===== config.mk =====
export PLATFORM = sky130hd
export DESIGN_NAME = floor_request_dispatcher
export DESIGN_NICKNAME = d
export VERILOG_FILES = /design/src/rtl/floor_request_dispatcher.sv
export SDC_FILE = /design/constraint.sdc
export NUM_CORES = 1
export LEC_CHECK = 0
export ABC_AREA = 0
export CORE_AREA = 2 2 124 66
export CTS_CLUSTER_DIAMETER = 150
export CTS_CLUSTER_SIZE = 30
export DETAILED_ROUTE_END_ITERATION = 10
export DIE_AREA = 0 0 126 68
export PLACE_DENSITY = 0.72
export SLEW_MARGIN = 10
export SYNTH_ARGS = -nofsm -noshare
export SYNTH_HDL_FRONTEND = slang
export SYNTH_SLANG_ARGS = --single-unit
export TNS_END_PERCENT = 100

===== constraint.sdc =====
create_clock -name clk -period 3.4 [get_ports clk]
set_input_delay 0.51 -clock clk [delete_from_list [all_inputs] [get_ports clk]]
set_output_delay 0.51 -clock clk [all_outputs]
set_load 0.02 [all_outputs]

===== src/rtl/floor_request_dispatcher.sv =====
// Elevator call-button front end: synchronises and latches floor buttons, then
// picks targets for the car controller with a direction-preserving SCAN policy.
module floor_request_dispatcher #(
   parameter int NUM_FLOORS   = 10,
   parameter int FLOOR_W      = 4,
   parameter int DWELL_CYCLES = 8
) (
   input  logic                  clk,
   input  logic                  reset,
   input  logic [NUM_FLOORS-1:0] btn_in,
   input  logic [FLOOR_W-1:0]    current_floor,
   output logic [FLOOR_W-1:0]    requested_floor,
   output logic [NUM_FLOORS-1:0] pending,
   output logic                  busy,
   output logic                  dir_up,
   output logic                  arrived
);

   localparam int CNT_W = $clog2(DWELL_CYCLES + 1);
   localparam logic [1:0] S_IDLE  = 2'd0;
   localparam logic [1:0] S_SERVE = 2'd1;
   localparam logic [1:0] S_DWELL = 2'd2;

   logic [NUM_FLOORS-1:0] r_sync1, r_sync2, r_prev, r_pending;
   logic [1:0]            r_state;
   logic [FLOOR_W-1:0]    r_req;
   logic                  r_dir_up, r_arrived;
   logic [CNT_W-1:0]      r_cnt;

   logic [NUM_FLOORS-1:0] w_press, w_cf_hot, w_req_hot, w_set, w_clr;
   logic                  w_up_found, w_dn_found, w_rt_up_found, w_rt_dn_found;
   logic [FLOOR_W-1:0]    w_up_floor, w_dn_floor, w_rt_up_floor, w_rt_dn_floor;
   logic [1:0]            w_nstate;
   logic [FLOOR_W-1:0]    w_nreq;
   logic                  w_ndir, w_arrive;

   assign w_press = r_sync2 & ~r_prev;

   // Nearest-pending searches: lowest above / highest below the car, and the
   // same restricted to the span between car and current target for retargeting.
   always_comb begin
      w_cf_hot      = '0;
      w_req_hot     = '0;
      w_up_found    = 1'b0;
      w_up_floor    = '0;
      w_dn_found    = 1'b0;
      w_dn_floor    = '0;
      w_rt_up_found = 1'b0;
      w_rt_up_floor = '0;
      w_rt_dn_found = 1'b0;
      w_rt_dn_floor = '0;
      for (int f = 0; f < NUM_FLOORS; f++) begin
         w_cf_hot[f]  = (int'(current_floor) == f);
         w_req_hot[f] = (int'(r_req) == f);
      end
      for (int f = NUM_FLOORS - 1; f >= 0; f--) begin
         if (r_pending[f] && f > int'(current_floor)) begin
            w_up_found = 1'b1;
            w_up_floor = FLOOR_W'(f);
         end
         if (r_pending[f] && f > int'(current_floor) && f < int'(r_req)) begin
            w_rt_up_found = 1'b1;
            w_rt_up_floor = FLOOR_W'(f);
         end
      end
      for (int f = 0; f < NUM_FLOORS; f++) begin
         if (r_pending[f] && f < int'(current_floor)) begin
            w_dn_found = 1'b1;
            w_dn_floor = FLOOR_W'(f);
         end
         if (r_pending[f] && f < int'(current_floor) && f > int'(r_req)) begin
            w_rt_dn_found = 1'b1;
            w_rt_dn_floor = FLOOR_W'(f);
         end
      end
   end

   always_comb begin
      w_nstate = r_state;
      w_nreq   = r_req;
      w_ndir   = r_dir_up;
      w_arrive = 1'b0;
      w_clr    = '0;
      case (r_state)
         S_IDLE: begin
            if (r_pending != '0) begin
               if ((r_pending & w_cf_hot) != '0) begin
                  w_clr    = w_cf_hot;
                  w_nreq   = current_floor;
                  w_arrive = 1'b1;
                  w_nstate = S_DWELL;
               end else if (r_dir_up) begin
                  w_nstate = S_SERVE;
                  if (w_up_found) w_nreq = w_up_floor;
                  else begin
                     w_nreq = w_dn_floor;
                     w_ndir = 1'b0;
                  end
               end else begin
                  w_nstate = S_SERVE;
                  if (w_dn_found) w_nreq = w_dn_floor;
                  else begin
                     w_nreq = w_up_floor;
                     w_ndir = 1'b1;
                  end
               end
            end
         end
         S_SERVE: begin
            if (current_floor == r_req) begin
               w_clr    = w_req_hot;
               w_arrive = 1'b1;
               w_nstate = S_DWELL;
            end else if (r_dir_up && w_rt_up_found) begin
               w_nreq = w_rt_up_floor;
            end else if (!r_dir_up && w_rt_dn_found) begin
               w_nreq = w_rt_dn_floor;
            end
         end
         S_DWELL: begin
            if (r_cnt == CNT_W'(DWELL_CYCLES - 1)) w_nstate = S_IDLE;
         end
         default: w_nstate = S_IDLE;
      endcase
   end

   // Calls for the floor the doors are open at are dropped; clear beats a same-edge press.
   assign w_set = w_press & ~((r_state == S_DWELL) ? w_cf_hot : '0);

   always_ff @(posedge clk) begin
      if (reset) begin
         r_sync1   <= '0;
         r_sync2   <= '0;
         r_prev    <= '0;
         r_pending <= '0;
         r_state   <= S_IDLE;
         r_req     <= '0;
         r_dir_up  <= 1'b1;
         r_arrived <= 1'b0;
         r_cnt     <= '0;
      end else begin
         r_sync1   <= btn_in;
         r_sync2   <= r_sync1;
         r_prev    <= r_sync2;
         r_pending <= (r_pending | w_set) & ~w_clr;
         r_state   <= w_nstate;
         r_req     <= w_nreq;
         r_dir_up  <= w_ndir;
         r_arrived <= w_arrive;
         r_cnt     <= (r_state == S_DWELL) ? r_cnt + 1'b1 : '0;
      end
   end

   assign requested_floor = r_req;
   assign pending         = r_pending;
   assign busy            = (r_state != S_IDLE);
   assign dir_up          = r_dir_up;
   assign arrived         = r_arrived;

endmodule


==> results of run 1 <==
## layout make-up
class / instances / area share [%]
clock inverter: 3 / 0.653
inverter: 14 / 1.37
sequential: 52 / 27.2
clock buffer: 5 / 3.26
tap: 100 / 3.26
timing repair buffer: 52 / 12.9
multi-input combinational: 293 / 51.4
## stage by stage
step	power, uW	setup slack (ns)
after floorplan	1350	1.23
after global placement	1710	0.117
after detailed placement	1710	0.120
after CTS	2230	0.411
after global routing	2370	0.0883
final	2270	0.297
## report_power, final
part | leakage (uW) | internal, uW | switching (uW)
Sequential | 0.000427 | 669 | 77.3
Clock | 0.0000708 | 279 | 254
Combinational | 0.000863 | 382 | 611
## kinds of logic (layout without fill, tap and decap cells)
family                   after synthesis  after routing  share of synthesized area, %
AND/OR/NAND/NOR                      160            160                          27.9
AO/OA/AOI/OAI                        120            120                          27.1
flip-flops                            52             52                          32.0
buffers and inverters                 43             74                          7.43
XOR/XNOR                               6              6                          1.62
multiplexers                           6              6                          3.54
adder cells (fa/ha/maj)                1              1                         0.385
## worst min-delay path by stage
stage,cells past startpoint,endpoint
4_1_cts,1,r_sync2[4]$_SDFF_PP0_
3_5_place_dp,1,r_sync2[6]$_SDFF_PP0_
6_report,1,r_sync2[4]$_SDFF_PP0_
3_3_place_gp,1,r_sync2[0]$_SDFF_PP0_
5_1_grt,1,r_sync2[3]$_SDFF_PP0_
2_1_floorplan,1,r_sync2[0]$_SDFF_PP0_
## sequential cells by signal (all words and copies together), names as in the netlist
name / count
r_cnt: 4
dir_up: 1
pending: 10
r_prev: 10
r_sync2: 10
arrived: 1
r_state: 2
r_sync1: 10
requested_floor: 4
## layout by cell type, fill, tap and decap left out, types with 5 or more instances in the layout
cell / Yosys / routed
sky130_fd_sc_hd__nand2_1: 27 / 27
sky130_fd_sc_hd__o21ai_0: 17 / 17
sky130_fd_sc_hd__dfxtp_1: 52 / 52
sky130_fd_sc_hd__nor3_1: 7 / 7
sky130_fd_sc_hd__xor2_1: 5 / 5
sky130_fd_sc_hd__o211ai_1: 6 / 6
sky130_fd_sc_hd__nand2b_1: 14 / 14
sky130_fd_sc_hd__clkbuf_16: 0 / 5
sky130_fd_sc_hd__clkdlybuf4s50_1: 0 / 32
sky130_fd_sc_hd__a31oi_1: 12 / 12
sky130_fd_sc_hd__inv_1: 14 / 14
sky130_fd_sc_hd__a21oi_1: 22 / 22
sky130_fd_sc_hd__buf_4: 2 / 18
sky130_fd_sc_hd__nand3_1: 7 / 7
sky130_fd_sc_hd__nor2b_1: 36 / 36
sky130_fd_sc_hd__a211oi_1: 5 / 5
sky130_fd_sc_hd__nor2_1: 32 / 32
## critical path: cells and delay by family
kind	cells	cell delay, ns
simple gates	3	1.26
buf+inv	2	1.12
compound gates	2	0.30
xor+xnor	1	0.09
## layer usage
| metal | vias up | global-route usage, % |
|---|---|---|
| li1 | 1467 | - |
| met1 | 1453 | 38.0 |
| met2 | 202 | 31.4 |
| met3 | 9 | 9.62 |
| met4 | 0 | 5.77 |
| met5 | - | 0 |
==> out/metrics.sh, run 1 <==
STATUS='complete, no violations'
CRIT_ARRIVAL_NS=3.28
CRIT_FANOUT=14
FIRSTDRTPASSITERS=6
POSTSYNTHCELLCOUNT=388
CRITICALPATHCATEGORY='primary input to flop'
GRTUSAGETOTAL_PCT=24.8
FINAL_CORE_DENSITY_PCT=50.5
RR_STARTPOINT='requested_floor[2]$_SDFFE_PP0P_'
PORT_BUFFERS=32
FINISH.CELL_COUNT_WITHOUT_FILLERS=519
SKEW_NS=0.00695
MAXCAP_VIOL_COUNT=0
LEAKAGE_COMPONENT_OF_THE_POWER_uW=0.00136
NUM_ANTENNA_CELLS=0
STD_CELL_ROWS=23
SYNTH_AREA_LEADER_CELL='sky130_fd_sc_hd__dfxtp_1'
AREA_DELTA_SYNTH_FINAL_PCT=17.9
MULTI_INPUT_AREA_UM2=1970
RSZ_0062_RAISED_AFTER_GLOBAL_ROUTING='no'
TIMING.CRITICAL_PATH.TO_TYPE='flop'
POSTSYNTH.ASYNCRESETSHARE_PCT=0
STDCELL_AREA_UM2=3830
REPORT.FINAL.SLEW_VIOL_COUNT=0
CTS_BUFFERS=5
CRITICAL_PATH.SLOWEST_CELL='sky130_fd_sc_hd__clkdlybuf4s50_1'
FP.COREAREA_UM2=7600
ANTENNA_FOUND_INITIAL=0
FILLCELLCOUNT=736
ROUTE.MET2.WL_MM=3.61
CP_CELL_SEQUENCE='clkdlybuf4s50_1, buf_4, xor2_1, nor4_1, nand2_1, nor3b_1, a311o_1, a21oi_1'
POST-PLACE-CELLS=511
CAPTURE_INSTANCE_OF_THE_WORST_REGISTER_TO_REGISTER_PATH='pending[7]$_SDFF_PP0_'
POST_DRT_VIA_CELL_RATIO=6.03
SYNTH_CELL_TYPE_COUNT=76
WORST_HOLD_PATH_TYPE='flop to flop'
MET3_WIRE_LENGTH_MM=1.51
SYNTH-SEQ-AREA-SHARE_PCT=32.0
FINAL-SEQ-AREA_UM2=1040
DETAIL_ROUTE.WIRELENGTH_MM=10.2
DP_HPWL_MM=7.55
YOSYSTOPAREACELLSHARE_PCT=32.0
FINAL_HOLD_VIOL_COUNT=0
DETAILEDROUTE.FIRSTITERATIONVIOLATIONS=474
SYNTH_FLOP_CELL='sky130_fd_sc_hd__dfxtp_1'
MAX_CLOCK_FREQ_MHz=322
POWERDENSITY_nW_PER_UM2=593
CRITICAL_PATH.MAX_STAGE_DELAY_NS=0.81
SYN-CELL-AREA_UM2=3250
POST-SYNTH-TOP-COUNT-CELL='sky130_fd_sc_hd__dfxtp_1'
CLK_PIN_SLEW_NS=0.07
MAX-CLOCK-PATH-BUFFERS=2
NETS=435
PLACED_INSTANCE_AREA_UM2=3680
NUMBER_OF_GLOBAL_ROUTE_VIAS_BEFORE_REPAIR=2905
GLOBAL_ROUTE_WIRE_LENGTH_BEFORE_REPAIR_MM=16.2
DR.MAX_LAYER_USED='met4'
TRITONCTS='done'
SYNTH_SEQ_CELLS=52
FLOORPLAN.IO_PINS=33
COUNT_OF_FLIP_FLOPS_WITH_A_BUILT_IN_ENABLE_AFTER_SYNTHESIS=0
FINALHOLDWORSTSLACK_NS=0.431
SYNTH_NETS=405
AVGSYNTHCELLAREA_UM2=8.38
DIE_AREA_UM2=8570
CTS.REPAIR_TIMING.SETUP_BUFFER_COUNT=0
CHIPWIDTH_UM=126
POST_ROUTE_CELLS_DRIVE_ABOVE_1_SHARE_PCT=13.1
NETLIST_TOP_CELLS_COUNT='sky130_fd_sc_hd__dfxtp_1, sky130_fd_sc_hd__nor2b_1, sky130_fd_sc_hd__nor2_1, sky130_fd_sc_hd__nand2_1, sky130_fd_sc_hd__a21oi_1'
GRT_OVERFLOW=0
DRT-WIRELENGTH-PER-CELL_UM=19.7
ROUTABILITYCONGESTION=1.07
PERIOD_NEEDED_NS=3.10
SYNTH-WARNING-COUNT=0
SETUP_TOTAL_NEGATIVE_SLACK_NS=0
CLOCK_TREE.HTREE_LEVEL_COUNT=2
MET1_LENGTH_MM=5.04
HP-START='r_sync1[4]$_SDFF_PP0_'
CTS_ROOT_BUFFER='sky130_fd_sc_hd__clkbuf_16'
CTS.SINK_COUNT=52
TIGHTESTPINTRANSITION_NS=0.673
VIAS=3131
WORSTREGTOREGCELLS=7
LAYOUT_WORST_PATH_CYCLE_SHARE_PCT=91.3
START_UTIL_PCT=42.8
FF2FF_SETUP_SLACK_NS=0.84
WORSTSKEWPAIRLATENCY_NS=0.30
WORST-ENDPOINT-REQUIRED_NS=3.58
POST_CTS_RESIZE_COUNT=0
VDD_DROP_MAX_uV=284
MAX_SLEW_HEADROOM_PCT=55.0
DRCVIOLATIONCOUNT=0
FP.DIEH_UM=68
ENDPOINT='pending[7]$_SDFF_PP0_'
GRT_START_MAX_NET_PINS=39
WORST_SETUP_PATH_STARTPOINT='current_floor[3]'
FINAL-SETUP-VIOL-COUNT=0
DRT.ANTENNA.VIOLATING_NETS=0
CTS_HOLD_BUF=0
WORSTSETUPSTARTPOINTTYPE='primary input'
SYNTH_AREA_LEADERS='sky130_fd_sc_hd__dfxtp_1, sky130_fd_sc_hd__nor2b_1, sky130_fd_sc_hd__nor2_1, sky130_fd_sc_hd__a21oi_1, sky130_fd_sc_hd__nand2_1'
No activity file was read; power rests on OpenSTA's default activity.
==> run 2, diff against run 1 <==
==> constraint.sdc (replaced) <==
create_clock -name clk -period 3.2 [get_ports clk]
set_input_delay 0.48 -clock clk [delete_from_list [all_inputs] [get_ports clk]]
set_output_delay 0.48 -clock clk [all_outputs]
set_load 0.02 [all_outputs]
==> run 2 against run 1 <==
- critical endpoint is now requested_floor[0]$_SDFFE_PP0P_
- worst setup slack gained 0.13 ns
- power rose by 11%
- sequential power up 12%
- via count up 1.7%
- worst hold slack improved by 0.0077 ns
- critical path type unchanged
- global-route usage increased by 0.87 points
- die area unchanged
- wire length up 4.5%
- first-iteration DRC count decreased by 18%
==> out/metrics.sh, run 2 (same netlist as run 1, synthesis figures left out) <==
DP_HPWL_MM=8.00  # +6.0%
POWERDENSITY_nW_PER_UM2=644  # +8.6%
POST_ROUTE_CELLS_DRIVE_ABOVE_1_SHARE_PCT=14.2  # +1.0 points
WORSTSKEWPAIRLATENCY_NS=0.29  # about the same
WORST_SETUP_PATH_STARTPOINT='current_floor[3]'
CTS.SINK_COUNT=52  # unchanged
CAPTURE_INSTANCE_OF_THE_WORST_REGISTER_TO_REGISTER_PATH='requested_floor[0]$_SDFFE_PP0P_'
SKEW_NS=0.00587  # -0.00108 ns
CRITICALPATHCATEGORY='primary input to flop'
WORST-ENDPOINT-REQUIRED_NS=3.42  # -0.16 ns
MIN_TO='r_sync2[6]$_SDFF_PP0_'
SETUP_TOTAL_NEGATIVE_SLACK_NS=0  # unchanged
DRCVIOLATIONCOUNT=0  # unchanged
GRT_OVERFLOW=0  # unchanged
PERIOD_NEEDED_NS=2.77
WORSTHOLDPATHCELLS=1  # unchanged
NUM_ANTENNA_CELLS=0  # unchanged
FINAL_HOLD_VIOL_COUNT=0  # unchanged
PORT_BUFFERS=32  # unchanged
WORSTREGTOREGCELLS=7  # unchanged
WORST_HOLD_PATH_TYPE='flop to flop'
VIAS=3183  # +1.7%
GRT_START_MAX_NET_PINS=39  # unchanged
RR_STARTPOINT='pending[5]$_SDFF_PP0_'
TRITONCTS='done'
CTS_ROOT_BUFFER='sky130_fd_sc_hd__clkbuf_16'
MULTI_INPUT_AREA_UM2=1970  # unchanged
LAYOUT_WORST_PATH_CYCLE_SHARE_PCT=86.7
LAYOUT_COMMON_CELLS='sky130_fd_sc_hd__dfxtp_1, sky130_fd_sc_hd__nor2b_1, sky130_fd_sc_hd__nor2_1, sky130_fd_sc_hd__clkdlybuf4s50_1, sky130_fd_sc_hd__nand2_1'
TIGHTESTPINTRANSITION_NS=0.668  # -0.00577 ns
RSZ_0062_RAISED_AFTER_GLOBAL_ROUTING='no'
MAX_SLEW_HEADROOM_PCT=55.1  # +0.072 points
FINAL-SETUP-VIOL-COUNT=0  # unchanged
FINALHOLDWORSTSLACK_NS=0.439  # +0.00774 ns
GLOBAL_ROUTE_WIRE_LENGTH_BEFORE_REPAIR_MM=16.7  # +3.1%
LAYOUT_SETUP_WS_NS=0.426  # +0.128 ns
CRIT_ARRIVAL_NS=3.00  # -0.28 ns
CHIPWIDTH_UM=126  # unchanged
FLOORPLAN.IO_PINS=33  # unchanged
DIE_AREA_UM2=8570  # unchanged
CTS.REPAIR_TIMING.SETUP_BUFFER_COUNT=0  # unchanged
AREA_DELTA_SYNTH_FINAL_PCT=20.6
ANTENNA_FOUND_INITIAL=0  # unchanged
POST_DRT_VIA_CELL_RATIO=6.07  # +0.69%
POST_CTS_RESIZE_COUNT=0  # unchanged
LEAKAGE_COMPONENT_OF_THE_POWER_uW=0.00141  # +3.7%
FILLCELLCOUNT=742  # +0.82%
DETAILEDROUTE.FIRSTITERATIONVIOLATIONS=389  # -18%
NETS=440  # +1.1%
CLOCK_TREE.HTREE_LEVEL_COUNT=2  # unchanged
WORSTSETUPSTARTPOINTTYPE='primary input'
ROUTABILITYCONGESTION=1.01  # -5.1%
FP.DIEH_UM=68  # unchanged
FINAL-SEQ-AREA_UM2=1040  # unchanged
STATUS='complete, no violations'
GRTUSAGETOTAL_PCT=25.7  # +0.87 points
STD_CELL_ROWS=23  # unchanged
PRE_CTS_SLACK_NS=0.128  # +0.00753 ns
FP.COREAREA_UM2=7600  # unchanged
CLK_PIN_SLEW_NS=0.07  # about the same
DRT-WIRELENGTH-PER-CELL_UM=20.4  # +3.5%
START_UTIL_PCT=42.8  # unchanged
FF2FF_SETUP_SLACK_NS=0.76  # -0.08 ns
CRIT_FANOUT=22  # +8
LAYOUT_COMMONEST_CELL='sky130_fd_sc_hd__dfxtp_1'
CTS_HOLD_BUF=0  # unchanged
MAX-CLOCK-PATH-BUFFERS=2  # unchanged
MAX_CLOCK_FREQ_MHz=360
REPORT.FINAL.SLEW_VIOL_COUNT=0  # unchanged
DETAIL_ROUTE.WIRELENGTH_MM=10.7  # +4.5%
DRT.ANTENNA.VIOLATING_NETS=0  # unchanged
CTS_BUFFERS=5  # unchanged
HP-START='r_sync1[6]$_SDFF_PP0_'
NUMBER_OF_GLOBAL_ROUTE_VIAS_BEFORE_REPAIR=2897  # -0.28%
TIMING.CRITICAL_PATH.TO_TYPE='flop'
FIRSTDRTPASSITERS=5  # -1
MAXCAP_VIOL_COUNT=0  # unchanged
VDD_DROP_MAX_uV=298  # +4.7%
-- run 2: changes by cell type in the layout (fill, tap and decap cells not counted) --
cell                         before  now
sky130_fd_sc_hd__buf_4           18   21
sky130_fd_sc_hd__buf_12           2    4
sky130_fd_sc_hd__bufinv_16        0    1
sky130_fd_sc_hd__clkinvlp_4       1    0
sky130_fd_sc_hd__inv_6            2    1
sky130_fd_sc_hd__inv_8            0    1
-- run 2: worst max-delay path: stages --
cell and delay, ns:
sky130_fd_sc_hd__clkdlybuf4s50_1 0.60, sky130_fd_sc_hd__buf_12 0.20, sky130_fd_sc_hd__nor2_1 0.11, sky130_fd_sc_hd__nor4_1 0.58, sky130_fd_sc_hd__o41ai_2 0.19, sky130_fd_sc_hd__a32oi_1 0.25
sky130_fd_sc_hd__a21boi_4 0.29, sky130_fd_sc_hd__o21ai_0 0.11, sky130_fd_sc_hd__a31oi_1 0.17
-- run 2: per-layer routing --
| layer | part of all wire [%] | track usage (%) | vias up |
|---|---|---|---|
| met5 | 0 | 0 | - |
| met2 | 37 | 34.2 | 181 |
| met3 | 14 | 10.1 | 12 |
| met1 | 48 | 38.6 | 1512 |
| met4 | 0.58 | 4.12 | 0 |
| li1 | - | - | 1478 |
-- run 2: how the worst max path moves through the flow --
stage / to / cells past startpoint
6_report: requested_floor[0]$_SDFFE_PP0P_ / 9
5_1_grt: requested_floor[0]$_SDFFE_PP0P_ / 9
4_1_cts: requested_floor[0]$_SDFFE_PP0P_ / 9
3_5_place_dp: requested_floor[0]$_SDFFE_PP0P_ / 9
3_3_place_gp: requested_floor[3]$_SDFFE_PP0P_ / 9
2_1_floorplan: requested_floor[0]$_SDFFE_PP0P_ / 8
-- run 2: final cells by class --
class / instances / area share (%)
repair buffers: 57 / 14.2
clock buffers: 5 / 3.19
multi-input cells: 293 / 50.2
clock inverters: 3 / 1.28
well taps: 100 / 3.19
inverters: 14 / 1.34
flip-flops and latches: 52 / 26.5
-- run 2: through the flow --
stage / instance area, um2 / utilization, % / total power (uW) / instances
after floorplan: 3250 / - / 1440 / 388
after global placement: 3750 / 49.3 / 1870 / 516
after detailed placement: 3750 / 49.3 / 1850 / 516
after CTS: 3920 / 51.6 / 2490 / 524
after global routing: 3920 / 51.6 / 2640 / 524
final: 3920 / 51.6 / 2520 / 524
-- run 2: power breakdown --
group | switching, uW | internal [uW] | total, uW | leakage (uW)
registers | 127 | 711 | 838 | 0.000427
clock network | 262 | 378 | 640 | 0.0000863
logic | 622 | 424 | 1050 | 0.000898
total | 1010 | 1510 | 2520 | 0.00141
